`src/rtl/fc_layer_pgen.sv`:
```
`timescale 1ns/1ps
`default_nettype none
// ============================================================================
// Module   : fc_layer_pgen
// Purpose  : Parametrised fully-connected layer, y = act(W*x + b).
//            Weights and biases sit in writable RAM loaded over the cfg port.
//            An input vector of N signed T-bit elements is streamed in, then
//            M/P groups of P rows are computed on P parallel MAC lanes. Each
//            accumulator is scaled by >>> FRAC, saturated to T bits, passed
//            through the run-time selected activation and streamed out.
// Ports    : clk, reset (async, active-high)
//            input_valid/input_ready/input_data    - x[k] stream in
//            output_valid/output_ready/output_data - y[i] stream out
//            cfg_wr_en/cfg_addr/cfg_data           - W[r][c] at r*N+c,
//                                                    b[r] at M*N+r
//            act_mode - 0/3 identity, 1 ReLU, 2 leaky ReLU (x>>>3)
//            busy     - high whenever not waiting for an input vector
// Revision : 1.0 - initial release
// ============================================================================
module fc_layer_pgen #(
  parameter int M    = 8,
  parameter int N    = 8,
  parameter int T    = 16,
  parameter int P    = 2,
  parameter int FRAC = 0
) (
  input  logic                     clk,
  input  logic                     reset,
  input  logic                     input_valid,
  output logic                     input_ready,
  input  logic [T-1:0]             input_data,
  output logic                     output_valid,
  input  logic                     output_ready,
  output logic [T-1:0]             output_data,
  input  logic                     cfg_wr_en,
  input  logic [$clog2(M*N+M)-1:0] cfg_addr,
  input  logic [T-1:0]             cfg_data,
  input  logic [1:0]               act_mode,
  output logic                     busy
);

  localparam int G    = M / P;
  localparam int ACCW = 2*T + $clog2(N) + 1;
  localparam int IW   = (N > 1) ? $clog2(N) : 1;
  localparam int GW   = (G > 1) ? $clog2(G) : 1;
  localparam int LW   = (P > 1) ? $clog2(P) : 1;
  localparam int WAW  = (M*N > 1) ? $clog2(M*N) : 1;
  localparam int BAW  = (M > 1) ? $clog2(M) : 1;

  localparam logic signed [ACCW-1:0] SAT_MAX = {{(ACCW-T+1){1'b0}}, {(T-1){1'b1}}};
  localparam logic signed [ACCW-1:0] SAT_MIN = {{(ACCW-T+1){1'b1}}, {(T-1){1'b0}}};

  typedef enum logic [2:0] {
    S_LOAD  = 3'd0,
    S_MAC   = 3'd1,
    S_FLUSH = 3'd2,
    S_ACT   = 3'd3,
    S_OUT   = 3'd4
  } state_t;

  state_t                 state_q, state_d;
  logic [IW-1:0]          k_q, k_d;
  logic [IW-1:0]          j_q, j_d;
  logic [GW-1:0]          g_q, g_d;
  logic [LW-1:0]          lane_q, lane_d;
  logic [1:0]             mode_q, mode_d;
  logic signed [T-1:0]    x_rd_q, x_rd_d;
  logic signed [T-1:0]    w_rd_q [P];
  logic signed [T-1:0]    w_rd_d [P];
  logic signed [ACCW-1:0] acc_q [P];
  logic signed [ACCW-1:0] acc_d [P];
  logic signed [T-1:0]    out_buf_q [P];
  logic signed [T-1:0]    out_buf_d [P];
  logic                   output_valid_q, output_valid_d;
  logic signed [T-1:0]    output_data_q, output_data_d;

  logic signed [2*T-1:0]  prod [P];
  logic signed [T-1:0]    res [P];
  logic                   in_xfer;
  logic                   cfg_ok;
  logic                   w_wr;
  logic                   b_wr;

  // Storage without reset: contents survive a mid-operation reset.
  logic signed [T-1:0]    w_mem [M*N];
  logic signed [T-1:0]    b_mem [M];
  logic signed [T-1:0]    x_mem [N];

  // Scale, saturate, then activate.
  function automatic logic signed [T-1:0] post_proc(input logic signed [ACCW-1:0] acc,
                                                    input logic [1:0] mode);
    logic signed [ACCW-1:0] sh;
    logic signed [T-1:0]    sat;
    sh = acc >>> FRAC;
    if (sh > SAT_MAX)      sat = SAT_MAX[T-1:0];
    else if (sh < SAT_MIN) sat = SAT_MIN[T-1:0];
    else                   sat = sh[T-1:0];
    case (mode)
      2'd1:    return sat[T-1] ? '0 : sat;
      2'd2:    return sat[T-1] ? (sat >>> 3) : sat;
      default: return sat;
    endcase
  endfunction

  assign input_ready  = (state_q == S_LOAD) && !reset;
  assign busy         = (state_q != S_LOAD);
  assign output_valid = output_valid_q;
  assign output_data  = output_data_q;
  assign in_xfer      = input_valid && input_ready;

  // Config is only accepted while idle between vectors.
  assign cfg_ok = cfg_wr_en && (state_q == S_LOAD) && (k_q == '0);
  assign w_wr   = cfg_ok && (32'(cfg_addr) < M*N);
  assign b_wr   = cfg_ok && (32'(cfg_addr) >= M*N) && (32'(cfg_addr) < M*N + M);

  always_ff @(posedge clk) begin
    if (in_xfer) x_mem[k_q] <= input_data;
    if (w_wr)    w_mem[cfg_addr[WAW-1:0]] <= cfg_data;
    if (b_wr)    b_mem[BAW'(32'(cfg_addr) - M*N)] <= cfg_data;
  end

  always_comb begin
    for (int l = 0; l < P; l++) begin
      prod[l] = x_rd_q * w_rd_q[l];
      res[l]  = post_proc(acc_q[l], mode_q);
    end
  end

  always_comb begin
    state_d        = state_q;
    k_d            = k_q;
    j_d            = j_q;
    g_d            = g_q;
    lane_d         = lane_q;
    mode_d         = mode_q;
    x_rd_d         = x_rd_q;
    w_rd_d         = w_rd_q;
    acc_d          = acc_q;
    out_buf_d      = out_buf_q;
    output_valid_d = output_valid_q;
    output_data_d  = output_data_q;

    case (state_q)
      S_LOAD: begin
        if (in_xfer) begin
          if (k_q == '0) mode_d = act_mode;
          if (k_q == IW'(N-1)) begin
            k_d     = '0;
            j_d     = '0;
            g_d     = '0;
            state_d = S_MAC;
          end else begin
            k_d = k_q + 1'b1;
          end
        end
      end

      // Reads for column j issue here; the product lands one cycle later,
      // so column 0's read cycle seeds the accumulator with the bias.
      S_MAC: begin
        x_rd_d = x_mem[j_q];
        for (int l = 0; l < P; l++) begin
          w_rd_d[l] = w_mem[WAW'((int'(g_q)*P + l)*N + int'(j_q))];
          if (j_q == '0)
            acc_d[l] = ACCW'(b_mem[BAW'(int'(g_q)*P + l)]) <<< FRAC;
          else
            acc_d[l] = acc_q[l] + ACCW'(prod[l]);
        end
        if (j_q == IW'(N-1)) state_d = S_FLUSH;
        else                 j_d     = j_q + 1'b1;
      end

      S_FLUSH: begin
        for (int l = 0; l < P; l++) acc_d[l] = acc_q[l] + ACCW'(prod[l]);
        state_d = S_ACT;
      end

      S_ACT: begin
        out_buf_d      = res;
        output_data_d  = res[0];
        output_valid_d = 1'b1;
        lane_d         = '0;
        state_d        = S_OUT;
      end

      S_OUT: begin
        if (output_ready) begin
          if (lane_q == LW'(P-1)) begin
            output_valid_d = 1'b0;
            lane_d         = '0;
            if (g_q == GW'(G-1)) begin
              k_d     = '0;
              state_d = S_LOAD;
            end else begin
              g_d     = g_q + 1'b1;
              j_d     = '0;
              state_d = S_MAC;
            end
          end else begin
            lane_d        = lane_q + 1'b1;
            output_data_d = out_buf_q[lane_q + 1'b1];
          end
        end
      end

      default: state_d = S_LOAD;
    endcase
  end

  always_ff @(posedge clk or posedge reset) begin
    if (reset) begin
      state_q        <= S_LOAD;
      k_q            <= '0;
      j_q            <= '0;
      g_q            <= '0;
      lane_q         <= '0;
      mode_q         <= '0;
      x_rd_q         <= '0;
      output_valid_q <= 1'b0;
      output_data_q  <= '0;
      for (int l = 0; l < P; l++) begin
        w_rd_q[l]    <= '0;
        acc_q[l]     <= '0;
        out_buf_q[l] <= '0;
      end
    end else begin
      state_q        <= state_d;
      k_q            <= k_d;
      j_q            <= j_d;
      g_q            <= g_d;
      lane_q         <= lane_d;
      mode_q         <= mode_d;
      x_rd_q         <= x_rd_d;
      output_valid_q <= output_valid_d;
      output_data_q  <= output_data_d;
      w_rd_q         <= w_rd_d;
      acc_q          <= acc_d;
      out_buf_q      <= out_buf_d;
    end
  end

endmodule
`default_nettype wire

```
`config.mk`:
```
export PLATFORM = sky130hd
export DESIGN_NAME = fc_layer_pgen
export DESIGN_NICKNAME = d
export VERILOG_FILES = /design/src/rtl/fc_layer_pgen.sv
export SDC_FILE = /design/constraint.sdc
export NUM_CORES = 2
export LEC_CHECK = 0
export ABC_AREA = 1
export BUFFER_PORTS_ARGS = -buffer_cell sky130_fd_sc_hd__clkbuf_2
export CORE_AREA = 2 2 535 537
export DETAILED_ROUTE_END_ITERATION = 10
export DIE_AREA = 0 0 537 539
export GPL_ROUTABILITY_DRIVEN = 0
export PLACE_DENSITY_LB_ADDON = 0.3
export SYNTH_ARGS = -nofsm -noshare
export SYNTH_HDL_FRONTEND = slang
export SYNTH_SLANG_ARGS = --single-unit
```
`constraint.sdc`:
```
create_clock -name clk -period 7.9 [get_ports clk]
set_input_delay 1.58 -clock clk [delete_from_list [all_inputs] [get_ports clk]]
set_output_delay 1.58 -clock clk [all_outputs]
set_load 0.02 [all_outputs]
```
## Yosys cells after proc, flatten, opt, wreduce, memory -nomap -nowiden

Memories as Yosys holds them, arrays and structs flattened. A register that Yosys moved wholly into a read port is not among the register bits.
Index checks and enable logic that the tools add are counted.

- Register bits after elaboration: 135
- Memory bits (writable): 1,280
- Bits of input ports: 46
- Output and inout port bits: 19
- Memories: 3

Memory list:

| name | depth | width | rd ports | clocked after memory_dff | wr ports | line | text |
|---|---|---|---|---|---|---|---|
| w_mem | 64 | 16 | 2 | 2 | 1 | 85 | `logic signed [T-1:0] w_mem [M*N];` |
| b_mem | 8 | 16 | 2 | 0 | 1 | 86 | `logic signed [T-1:0] b_mem [M];` |
| x_mem | 8 | 16 | 1 | 1 | 1 | 87 | `logic signed [T-1:0] x_mem [N];` |

- Add/subtract/negate cells: 10
- $mul: 2
- Magnitude comparators: 8
- Equality and inequality tests: 18
- Muxes and demuxes: 57
- Bitwise logic cells: 1
- Reduce and logical (&&, ||, !) cells: 24

Operators by type and width:

| kind | number |
|---|---|
| two-way mux 16 bit | 11 |
| case mux 72 bit (2 select lines) | 1 |
| case mux 16 bit (2 select lines) | 3 |
| adder 36 x 32 -> 36 bit | 2 |
| greater-than comparator 36 x 16 -> 1 bit, second input constant | 2 |
| < comparator 36 x 16 -> 1 bit, second input constant | 2 |
| two-way mux 36 bit | 2 |
| multiplier 16 x 16 -> 32 bit | 2 |
| two-way mux 3 bit | 16 |
| two-way mux 15 bit | 2 |
| inequality test 2 bit, second input constant | 8 |
| case mux 3 bit (5 select lines) | 1 |
| < comparator 7 bit, second input constant | 2 |
| two-way mux 1 bit | 11 |
| two-way mux 2 bit | 5 |
| AND reduction 5 bit | 2 |
| adder 3 x 1 -> 3 bit, second input constant | 3 |
| == test 3 bit, second input constant | 3 |
| zero test 3 bit | 3 |
| case mux 3 bit (3 select lines) | 1 |
| AND reduction 3 bit | 3 |
| greater-or-equal comparator 7 bit, second input constant | 1 |
| logical AND 1 bit | 7 |
| AND reduction 7 bit | 1 |
| other kinds (20) | 26 |

## Longest topological paths before layout

- Word-level depth: 8
- Mapped depth: 30
- Mapped depth without buffers: 28

## Least setup slack after synthesis

Ideal clock, no wire load.

- Path kind: reg-to-reg
- From: register x_rd_q[15], read port of x_mem
- To: register acc_q[35] (netlist bit)
- Library setup time: 0.077 ns
- Data arrival time: 5.565 ns
- Data required time: 7.823 ns
- Path slack: 2.257 ns
- Stages on the path, launching flop included: 23
- Buffers on the path: 2
- Clock period less this slack: 5.643 ns
- Cells stage by stage: dfrtp_1 -> clkbuf_1 -> clkbuf_1 -> nand2_1 -> fa_1 -> fa_1 -> fa_1 -> inv_1 -> fa_1 -> inv_1 -> fa_1 -> inv_1 -> fa_1 -> ha_1 -> nand2_1 -> nor2_1 -> and2_1 -> and2_1 -> nand2_1 -> nand2_1 -> nand2_1 -> nand3_1 -> a21oi_1

- Longest elaborated chain between the ends: 4

RTL lines:

| what | line | text |
|---|---|---|
| from (decl) | 67 | `logic signed [T-1:0] x_rd_q, x_rd_d;` |
| multiplier 16 x 16 -> 32 bit * | 124 | `prod[l] = x_rd_q * w_rd_q[l];` |
| adder 36 x 32 -> 36 bit * | 167, 174 |  |
| two-way mux 36 bit | 164 | `if (j_q == '0)` |
| case mux 72 bit (2 select lines) * | 143 | `case (state_q)` |
| to (signal, indexed assignment) | 223 | `acc_q[l] <= '0;` |
| to (signal assigned) | 237 | `acc_q <= acc_d;` |
| to (decl) | 70 | `logic signed [ACCW-1:0] acc_q [P];` |

Every way passes the cells marked *; elsewhere a longest branch is shown, timed or not.
A chain may end at the register's enable or synchronous reset.

## Worst setup path after layout

- From: register x_rd_q[15], read port of x_mem
- To: register acc_q[66] (netlist bit)

Same word-level chain as after synthesis.

==> impl_metrics.csv <==
group,metric,value,unit
critical_path,path_cells,"buf_4 > nand2_1 > fa_1 > fa_1 > fa_1 > fa_1 > inv_1 > fa_1 > inv_1 > fa_1 > inv_1 > ha_1 > nand2_1 > nor2_1 > inv_1 > nor2_1 > and3_1 > nand2_1 > nand2_1 > nand2_1 > nand3_1 > a21oi_1",
clock_network,post_cts_buffers,0,
floorplan,die_h,539,µm
logic_synthesis,avgSynthCellArea,10.0,µm²
logic_synthesis,syn_nets,9376,
clock_network,clock-root-buffer,"clkbuf_16",
clock_network,cts_tree,"built",
cells_and_area,final_nets,9328,
cells_and_area,instances_no_fill,12300,
detailed_routing,drcViolationCount,0,
detailed_routing,drt-total-wl,254,mm
logic_synthesis,synth-edff-count,1280,
clock_network,cts_made_buffers,159,
floorplan,die_area,289000,µm²
logic_synthesis,synth_cell_types,48,
timing,fin_setup_tns,0,ps
detailed_routing,routed_via_density,4.88,
outcome,outcome,"completed",
cells_and_area,fill_cells,28900,
global_route,gr-total-overflow,0,
timing,fmax,150,MHz
cells_and_area,register_area,43000,µm²
critical_path,cp-end-kind,"flop",
timing,slew_headroom,2.79,%
logic_synthesis,synth.most_common_cell,"nand2_1",
placement,place.detailed.hpwl,166,mm
global_route,grt_use_total,17.4,%
timing,min_period,6690,ps
critical_path,max_stage_delay,860,ps
timing,maxSlewViolCount,0,
critical_path,path_max_fanout,18,
critical_path,cpMostUsedCell,"fa_1",
floorplan,design.core.area,284000,µm²
global_route,antenna_found_initial,9,
run,max-cap-violations,0,
detailed_routing,wl_per_cell,20.6,µm
global_route,grt_pass1_wl,385,mm
floorplan,initial_core_util,29.9,%
critical_path,cp_data_required_time,8550,ps
detailed_routing,first_iter_violations,5771,
critical_path,critPathSlowestCell,"fa_1",
clock_network,clk_pin_slew_worst_paths,60,ps
clock_network,clock_latency,830,ps
critical_path,critPathKind,"reg2reg",
critical_path,critPathLaunchType,"flop",
placement,port_buffers,64,
detailed_routing,vias,60100,
logic_synthesis,seq_area_frac_synth,50.7,%
clock_network,ctsHtreeMaxLevel,4,
critical_path,arrival,7340,ps
logic_synthesis,yosys.area.top_type,"edfxtp_1",
logic_synthesis,synth-main-ff-cell,"edfxtp_1",
floorplan,die_w,537,µm
timing,max_slew.worst_pin.slew,1460,ps
clock_network,cts_resized,0,
placement,post_dp_cell_area,89300,µm²
clock_network,clk_path_buf_depth,3,
logic_synthesis,synth_warnings,0,
clock_network,cts.sinks,1463,
timing,final_hold_viol_count,0,
logic_synthesis,ys_seq_elements,1463,
placement,dp_cells,12000,
logic_synthesis,async_reset_ff_share,12.5,%
detailed_routing,first_pass_iters,6,
cells_and_area,drive_above_1_share,6.08,%
global_route,grt_max_degree,194,
logic_synthesis,netlist_area,84800,µm²
cells_and_area,multi_input_area,34800,µm²
logic_synthesis,postSynthCellCount,8479,
cells_and_area,finalInstanceArea,94600,µm²
logic_synthesis,yosysTopAreaCellShare,45.3,%
timing,clock_skew,61.6,ps
logic_synthesis,synth_common_cells,"nand2_1 (1,859), inv_1 (1,304), edfxtp_1 (1,280), nor2_1 (898), o21ai_0 (635)",
cells_and_area,area_growth,11.6,%
floorplan,num_rows,196,
timing,rsz0062_at_grt,"no",
floorplan,io_pins,65,
logic_synthesis,yosys-top-cells-area,"edfxtp_1 (45%), fa_1 (15%), nand2_1 (8.2%)",
global_route,grt_pass1_vias,61100,
timing,min_period_over_period,84.6,%
detailed_routing,ant_nets,0,
min_path,hold_path.class,"reg2reg",
timing,setup_violations,0,
clock_network,ctsHoldBuffers,0,
-- kinds of logic (layout without fill, tap and decap cells) --
logic type | after synthesis | in the layout | share of synthesized area, %
other cells | 0 | 4 | 0
compound gates | 1232 | 1232 | 8.00
xor+xnor | 19 | 19 | 0.196
fa+ha+maj | 851 | 851 | 18.1
flops | 1463 | 1463 | 50.7
buf+inv | 1772 | 1856 | 8.30
simple gates | 3142 | 3142 | 14.6
-- sequential cells by signal, indices dropped and copies added (netlist names), 2 cells and up --
signal / flops
mode_q: 2
g_q: 2
out_buf_q: 32
state_q: 3
w_rd_q: 32
output_data: 16
x_mem: 128
b_mem: 128
acc_q: 72
k_q: 3
j_q: 3
x_rd_q: 16
w_mem: 1024
-- metrics by stage --
step | hold slack, ps | utilization, % | worst slack (ps)
final | 479 | 33.3 | 1210
after CTS | 477 | 33.3 | 1270
after detailed placement | 464 | 31.4 | 1290
after floorplan | 443 | - | 1350
after global routing | 504 | 33.3 | 910
after global placement | 456 | 31.4 | 1350
-- area by class of cell --
class,count,share of cell area (%)
Tap cell,3762,4.98
Inverter,1314,5.25
Sequential cell,1463,45.5
Multi-Input combinational cell,5244,36.8
Clock inverter,95,1.20
Antenna cell,4,0.0106
Clock buffer,198,4.41
Timing Repair Buffer,249,1.86
-- cell usage in the layout, fill, tap and decap left out, drive strengths merged --
master | Yosys | routed
o221ai | 30 | 30
clkinv | 0 | 68
nor3 | 25 | 25
clkbuf | 322 | 246
edfxtp | 1280 | 1280
o311ai | 8 | 8
nand3 | 281 | 281
o211ai | 10 | 10
diode | 0 | 4
buf | 136 | 201
fa | 628 | 628
ha | 223 | 223
o21bai | 4 | 4
nand2 | 1860 | 1860
a22oi | 9 | 9
xor2 | 13 | 13
nor2 | 899 | 899
nand4 | 34 | 34
and2 | 15 | 15
a211oi | 8 | 8
o21ai | 701 | 701
clkinvlp | 0 | 5
nand3b | 14 | 14
xnor2 | 6 | 6
o31ai | 8 | 8
dfrtp | 183 | 183
o22ai | 276 | 276
a21o | 2 | 2
nor4 | 8 | 8
bufinv | 0 | 15
o2bb2ai | 1 | 1
a21oi | 170 | 170
o22a | 1 | 1
or2 | 2 | 2
inv | 1314 | 1321
a31oi | 3 | 3
o41a | 1 | 1
and3 | 4 | 4
-- path summary, 6_finish.rpt --
| check | end | slack [ps] | from | depth (start not counted) |
|---|---|---|---|---|
| worst min-delay path | out_buf_q[31] | 480 | out_buf_q[31] | 2 |
| worst max-delay path | acc_q[66] | 1210 | x_rd_q[15] | 22 |
| min in group asynchronous | k_q[2] | 850 | reset | 2 |
| worst max register to register | acc_q[66] | 1210 | x_rd_q[15] | 22 |
| worst min register to register | out_buf_q[31] | 480 | out_buf_q[31] | 2 |
| max in group asynchronous | g_q[1] | 5650 | reset | 3 |
-- routing by layer --
metal / routed length (µm) / vias up / track usage (%)
met5: 16 / - / 0
met2: 118000 / 2015 / 28.1
met4: 6050 / 2 / 4.34
met3: 17900 / 339 / 2.92
li1: - / 27400 / -
met1: 112000 / 30400 / 24.4
-- worst max-delay path, delay by kind of cell, from the launching register on --
family	cells	cell delay (ps)
adders and majority gates	7	3950
and+or+nand+nor	9	1070
DFF	1	790
buffers and inverters	5	620
AOI/OAI and AO/OA	1	70
Power is left out: the tool's default activity adds up to more than one toggle a clock period on the data nets, which glitch-free logic cannot reach.
